**config.mk**
```make
export PLATFORM = sky130hd
export DESIGN_NAME = maxpool_frame_loader
export DESIGN_NICKNAME = d
export VERILOG_FILES = /design/src/rtl/maxpool_frame_loader_pkg.sv /design/src/rtl/maxpool_frame_bank.sv /design/src/rtl/maxpool_frame_loader.sv
export SDC_FILE = /design/constraint.sdc
export NUM_CORES = 1
export LEC_CHECK = 0
export CORE_ASPECT_RATIO = 1.5
export CORE_UTILIZATION = 25
export CTS_BUF_LIST = sky130_fd_sc_hd__clkbuf_8
export DETAILED_ROUTE_END_ITERATION = 6
export SLEW_MARGIN = 20
export SYNTH_ARGS = -nofsm -noshare
export SYNTH_HDL_FRONTEND = slang
export SYNTH_SLANG_ARGS = --single-unit
```
**constraint.sdc**
```tcl
create_clock -name clk_en -period 2.22 [get_ports clk_en]
set_clock_uncertainty 0.2 [all_clocks]
set_input_delay 0.555 -clock clk_en [delete_from_list [all_inputs] [get_ports clk_en]]
set_output_delay 0.555 -clock clk_en [all_outputs]
set_load 0.005 [all_outputs]
```
**src/rtl/maxpool_frame_loader_pkg.sv**
```systemverilog
// rtl/maxpool_frame_loader_pkg.sv - shared sizes and launch-state encoding for the max-pool frame loader
package maxpool_frame_loader_pkg;

  localparam int DATAI_WIDTH  = 4;
  localparam int DATAI_HEIGHT = 4;
  localparam int BITWIDTH     = 3;
  localparam int NPIX         = DATAI_WIDTH * DATAI_HEIGHT;
  localparam int FRAME_W      = NPIX * BITWIDTH;

  // Same encoding as the pool engine's own FSM.
  typedef enum logic {
    IDLE = 1'b0,
    BUSY = 1'b1
  } state_t;

endpackage

```
**src/rtl/maxpool_frame_bank.sv**
```systemverilog
// rtl/maxpool_frame_bank.sv - one flat frame register with indexed pixel write
module maxpool_frame_bank #(
  parameter int npix     = 16,
  parameter int bitwidth = 3,
  localparam int iw      = $clog2(npix),
  localparam int frame_w = npix * bitwidth
) (
  input  logic                clk_en,
  input  logic                reset_n,
  input  logic                we,
  input  logic [iw-1:0]       idx,
  input  logic [bitwidth-1:0] wdata,
  output logic [frame_w-1:0]  frame
);

  always_ff @(posedge clk_en or negedge reset_n) begin
    if (!reset_n) begin
      frame <= '0;
    end else if (we) begin
      frame[idx*bitwidth +: bitwidth] <= wdata;
    end
  end

endmodule

```
**src/rtl/maxpool_frame_loader.sv**
```systemverilog
// rtl/maxpool_frame_loader.sv - packs a raster pixel stream into ping-pong frame banks and launches the pool
module maxpool_frame_loader
  import maxpool_frame_loader_pkg::*;
#(
  parameter int datai_width  = DATAI_WIDTH,
  parameter int datai_height = DATAI_HEIGHT,
  parameter int bitwidth     = BITWIDTH,
  localparam int npix        = datai_width * datai_height,
  localparam int frame_w     = npix * bitwidth
) (
  input  logic                clk_en,
  input  logic                reset_n,
  input  logic                pix_valid,
  input  logic [bitwidth-1:0] pix_data,
  input  logic                pix_last,
  output logic                pix_ready,
  output logic [frame_w-1:0]  frame_o,
  output logic                work_en,
  input  logic                work_fin,
  output logic                busy,
  output logic                err_len
);

  localparam int cw = $clog2(npix);

  state_t             state, state_d;
  logic [1:0]         full, full_d;
  logic               fill_bank, launch_bank, fin_q;
  logic [cw-1:0]      count;
  logic               xfer, at_end, close, early;
  logic               launch, fin_evt;
  logic [frame_w-1:0] bank0, bank1;

  assign pix_ready = !full[fill_bank];
  assign xfer      = pix_valid && pix_ready;
  assign at_end    = (count == cw'(npix - 1));
  assign close     = xfer && at_end;
  assign early     = xfer && pix_last && !at_end;

  maxpool_frame_bank #(.npix(npix), .bitwidth(bitwidth)) u_bank0 (
    .clk_en (clk_en),
    .reset_n(reset_n),
    .we     (xfer && !fill_bank),
    .idx    (count),
    .wdata  (pix_data),
    .frame  (bank0)
  );

  maxpool_frame_bank #(.npix(npix), .bitwidth(bitwidth)) u_bank1 (
    .clk_en (clk_en),
    .reset_n(reset_n),
    .we     (xfer && fill_bank),
    .idx    (count),
    .wdata  (pix_data),
    .frame  (bank1)
  );

  always_comb begin
    state_d = state;
    launch  = 1'b0;
    fin_evt = 1'b0;
    case (state)
      IDLE: begin
        if (full[launch_bank]) begin
          launch  = 1'b1;
          state_d = BUSY;
        end
      end
      BUSY: begin
        if (work_fin && !fin_q) begin
          fin_evt = 1'b1;
          state_d = IDLE;
        end
      end
    endcase
  end

  // Close and release always hit different banks, so both apply on one edge.
  always_comb begin
    full_d = full;
    if (close)   full_d[fill_bank]   = 1'b1;
    if (fin_evt) full_d[launch_bank] = 1'b0;
  end

  always_ff @(posedge clk_en or negedge reset_n) begin
    if (!reset_n) begin
      state       <= IDLE;
      full        <= '0;
      fill_bank   <= 1'b0;
      launch_bank <= 1'b0;
      count       <= '0;
      fin_q       <= 1'b0;
      work_en     <= 1'b0;
      busy        <= 1'b0;
      err_len     <= 1'b0;
      frame_o     <= '0;
    end else begin
      state   <= state_d;
      full    <= full_d;
      work_en <= launch;
      err_len <= (close && !pix_last) || early;
      // Forcing fin_q high on launch masks a stale work_fin left over from the previous frame.
      fin_q   <= launch || work_fin;
      if (xfer) count <= (at_end || pix_last) ? '0 : count + 1'b1;
      if (close) fill_bank <= !fill_bank;
      if (launch) begin
        busy    <= 1'b1;
        frame_o <= launch_bank ? bank1 : bank0;
      end
      if (fin_evt) begin
        busy        <= 1'b0;
        launch_bank <= !launch_bank;
      end
    end
  end

endmodule
```
### Word-level counts from Yosys, hierarchy flattened

Cells that the tools add are included.

* shifts and indexed selects: 2
* $lt $le $gt $ge: 4
* add/sub/neg operators: 2
* reduce and logical (&&, ||, !) cells: 20
* equal/unequal tests: 1
* bitwise operators: 4
* $mul: 1
* mux-type cells: 22

Operator list (number)
* bitwise mux 48 bit: 2
* 2-to-1 mux 48 bit: 1
* variable shift 3 x 34 -> 48 bit, first input constant: 1
* variable part select 3 x 34 -> 48 bit: 1
* negation 6 -> 34 bit: 1
* 2-to-1 mux 1 bit: 13
* logical AND 1 bit: 10
* logical NOT 1 bit: 6
* multiplier 4 x 2 -> 6 bit, second input constant: 1
* adder 4 x 1 -> 4 bit, second input constant: 1
* == test 4 bit, second input constant: 1
* less-than comparator 1 x 2 -> 1 bit, second input constant: 2
* 2-to-1 mux 2 bit: 2
* 2-to-1 mux 4 bit: 1
* logical OR 1 bit: 3
* AND 2 bit: 1
* demux 1 bit (select 1 bit): 2
* greater-or-equal comparator 1 bit, second input constant: 2
* inverter 2 bit: 1
* OR 2 bit: 1
* one-hot mux 1 bit (2 select lines): 1
* nonzero test 2 bit: 1
* inverter 1 bit: 1

* flip-flop bits (word level): 157
* input port bits: 8
* logic and storage cells: 68
* output and inout port bits: 52

### Depth between registers and ports, before layout

* word-level depth: 8
* depth in mapped cells: 9
* mapped depth without buffers: 6

### Hierarchy

Synthesis repeated with hierarchy kept, for this count alone.

* cell total of the unflattened synthesis: 555
* area total of the unflattened synthesis: 7683.6 um^2

By module, submodules not included
* maxpool_frame_loader: cells an instance 208, times used 1, area an instance 3230.6 um^2
* maxpool_frame_bank at u_bank0: cells an instance 181, times used 1, area an instance 2263.4 um^2
* maxpool_frame_bank at u_bank1: cells an instance 166, times used 1, area an instance 2189.6 um^2

### Worst setup path before layout

Ideal clock, no wire load.

* path kind: flip-flop to flip-flop
* start: reg count[0]
* end: reg u_bank0.frame[12]
* period minus slack after synthesis: 2384 ps
* data required time: 1895 ps
* data arrival time: 2060 ps
* slack: -164 ps
* library setup time: 125 ps
* stages on the path, launching flop included: 10
* buffers on the path: 3
* path through: dfrtp_1 buf_2 inv_1 ha_1 buf_2 xnor2_1 and2_1 buf_4 nand3_1 mux2_2

* longest elaborated chain between the ends: 4
* elaborated cells on any way between the ends: 5
* classes of those cells: add/sub (1); mul (1); shift (2); mux (1)

Ends and longest elaborated chain
* start: declaration: RTL line maxpool_frame_loader.sv:29 `logic [cw-1:0] count;`
* start signal: assignment: RTL line maxpool_frame_loader.sv:104 `if (xfer) count <= (at_end || pix_last) ? '0 : count + 1'b1;`
* multiplier 4 x 2 -> 6 bit *: RTL line maxpool_frame_bank.sv:20 `frame[idx*bitwidth +: bitwidth] <= wdata;`
* negation 6 -> 34 bit *: RTL line maxpool_frame_bank.sv:20
* variable part select 3 x 34 -> 48 bit or variable shift 3 x 34 -> 48 bit (tied branches): RTL line maxpool_frame_bank.sv:20
* bitwise mux 48 bit *: RTL line maxpool_frame_bank.sv:20
* end signal: indexed assignment: RTL line maxpool_frame_bank.sv:20
* end: declaration: RTL line maxpool_frame_bank.sv:13 `output logic [frame_w-1:0] frame`

Mark *: on every way between the ends. The rest lies on a longest branch, timed or not.
A chain may end at the register's enable or synchronous reset.

### Final worst setup path

* start: reg count[1]
* end: reg u_bank0.frame[20]

Same word-level chain as after synthesis.

==> impl_results.md <==
* Result of the run: finished, violations left
* Failing checks: design-rule violations
* TritonRoute pass-1 iters at 6
* CP endpoint kind: flop
* Post-layout min period at 2.20 ns
* CTS tree: built
* Pleak at 0.00415 uW
* Hold WC Path Type: flop to flop
* Hold Startpoint: busy
* IO Pins at 60
* Slew Viols, Final at 0
* CTS H-tree depth at 4
* Global-route usage over all layers at 11.8%
* RSZ-0062 raised after global routing: true
* Tot Pwr at 6390 uW
* Maximum root-to-sink buffer count at 2
* Initial antenna violation count at 0
* Final HPWL DP at 11,500 um
* Kind of critical path: flop to flop
* CTS root buf: clkbuf_8
* Layout cell share with drive strength beyond 1 at 30.2%
* Die Width at 138 um
* Final Hold Viols at 0
* DIE AREA at 0.0285 mm^2
* EDFF count, synth at 0
* Area of the core at 0.0273 mm^2
* Sequential fraction of the synthesis area at 56.5%
* Largest fanout on the critical path at 6
* Area delta synth->final at 25.1%
* Mapped Avg Cell Area at 12.6 um^2
* RD Place Congestion at 0.794
* Setup crit start kind: flop
* Largest net degree at the start of global routing at 80
* Period utilisation layout at 99.2%
* Power Dens Cells at 734 mW/mm^2
* Arr. time, crit path at 2.36 ns
* Maximum vdd drop at 384 uV
* Cell variety after synth at 46
* Tightest Pin Transition at 0.584 ns
* Global-route wire length before repair at 25,500 um
* Reg clk slew, reported paths at 0.09 ns
* Gate Count Post-Synth at 553
* Starting density of the core at 25.4%
* N_diodes at 0
* CP Data Required Time at 2.37 ns
* PortBufs at 59
* Seq cells post-synth at 157
* FILL cells at 2,711
* Max Cap Viol at 0
* Synth warn at 0
* Chip height at 206 um
* Final wirelength at 15,700 um
* Leading area contributor after synthesis: dfrtp_1
* DR WL/cell at 15.5 um
* Commonest non-fill, non-tap cell in the layout: dfrtp_1
* Commonest cells after routing, fill and taps aside: dfrtp_1 (156), mux2_2 (87), nor2_1 (57), clkdlybuf4s50_1 (57), a21oi_1 (51)
* Vias per cell at 4.47
* Post-Syn Area at 0.00695 mm^2
* Post-layout util at 31.8%
* Final setup vio count at 0
* Asr flop ratio synth at 100%
* Synth Flop Type: dfrtp_1
* Reg2Reg Launch Point: count[1]
* Core Rows at 74
* Vias in the first global route at 4,703
* Gr ovfl total at 0
* CTS Buf Count at 17
* Maximum clock frequency at 0.454 GHz
* Top post-synthesis cells by area: dfrtp_1 (57%), mux2_2 (14%), mux2i_1 (7.2%)
* Via count at 4,517
* Syn_nets at 566
* CTS Sinks at 157
* DRC at 8
* Area share of the largest cell type after synthesis at 56.5%
* Critical Path Source: count[1]
* DR iter-0 viols at 174
* Max transition margin at 61.1%
* ANT nets after route at 0
* Post-layout nets at 668
* Worst-Skew Late Latency at 0.47 ns
==> path summary, 6_finish.rpt <==
kind                                     endpoint  slack (ns)  depth (start not counted)
worst min-delay path                         busy        0.29                          1
worst max-delay path            u_bank0.frame[20]        0.02                          5
worst min register to register               busy        0.29                          1
min in group asynchronous                 work_en        0.30                          2
worst max register to register  u_bank0.frame[20]        0.02                          5
max in group asynchronous        u_bank1.frame[6]        0.83                          3
==> registers in the layout, summed over array words and instances (netlist names) <==
signal / flops
u_bank0.frame: 48
state: 1
fin_q: 1
full: 2
err_len: 1
busy: 1
launch_bank: 1
u_bank1.frame: 48
fill_bank: 1
work_en: 1
frame_o: 48
count: 4
==> cell families (layout without fill, tap and decap cells) <==
kind of cell,Yosys count,in the layout,share of synthesized area [%]
xor gates and xnor gates,7,7,0.990
AOI/OAI and AO/OA,72,72,5.85
DFF,157,157,56.5
adders and majority gates,5,5,0.900
muxes,147,147,23.4
and+or+nand+nor,132,132,10.2
buffers and inverters,33,148,2.09
==> metal layers <==
| layer | GRT usage (%) | up-vias | share of wire (%) |
|---|---|---|---|
| li1 | - | 2156 | - |
| met1 | 13.0 | 2270 | 41 |
| met2 | 21.2 | 68 | 53 |
| met3 | 2.94 | 23 | 3.3 |
| met4 | 5.86 | 0 | 2.5 |
| met5 | 0 | - | 0 |
==> where the power goes <==
group / switching (uW) / total [uW] / internal (uW) / leakage, uW
logic: 626 / 1180 / 556 / 0.00180
clock network: 1150 / 2030 / 888 / 0.000187
registers: 110 / 3170 / 3060 / 0.00217
total: 1880 / 6390 / 4500 / 0.00415
==> critical path: stages (launching register included) <==
cell,delay (ns)
dfrtp_1,0.38
buf_4,0.16
or3_4,0.43
a41o_1,0.34
nand3_1,0.22
mux2_2,0.36
==> synthesized netlist by cell type, types with 5 or more instances <==
cell      count
clkbuf_1     11
buf_2         8
nor2b_1       6
o21ai_0       6
mux2_2       87
xnor2_1       5
and2_1        7
ha_1          5
mux2_4        9
nor2_1       59
nand3_1      19
a21oi_1      51
and3_1       14
inv_1         7
mux2i_1      50
dfrtp_1     157
buf_1         5
==> final cells by class <==
type / instances / area, um^2 / share of cell area [%]
sequential: 157 / 3930 / 45.2
multi-input combinational: 363 / 2920 / 33.6
timing repair buffer: 109 / 1010 / 11.7
tap: 342 / 428 / 4.92
clock buffer: 20 / 275 / 3.16
clock inverter: 12 / 103 / 1.18
inverter: 7 / 26.3 / 0.302
==> what timing repair did <==
action | in CTS | in global routing
gates resized for setup | 2 | 3
buffers inserted | 1 | 0
hold buffers | 1 | 0
endpoints found under the setup margin | 1 | 13
endpoints found under the hold margin | 21 | 0
==> through the flow <==
stage	instance area (um^2)	setup slack (ns)	setup TNS (ns)	std cells	hold WS, ns
3_3_place_gp	8300	-0.161	-10.79	976	0.225
2_1_floorplan	6990	0.0228	0	553	0.0594
4_1_cts	8690	0.00956	0	1010	0.275
6_report	8700	0.0176	0	1010	0.295
5_1_grt	8700	-0.0416	-0.270	1010	0.281
3_5_place_dp	8300	-0.188	-12.58	976	0.231
Note: power is estimated with default switching activity, not from simulation.
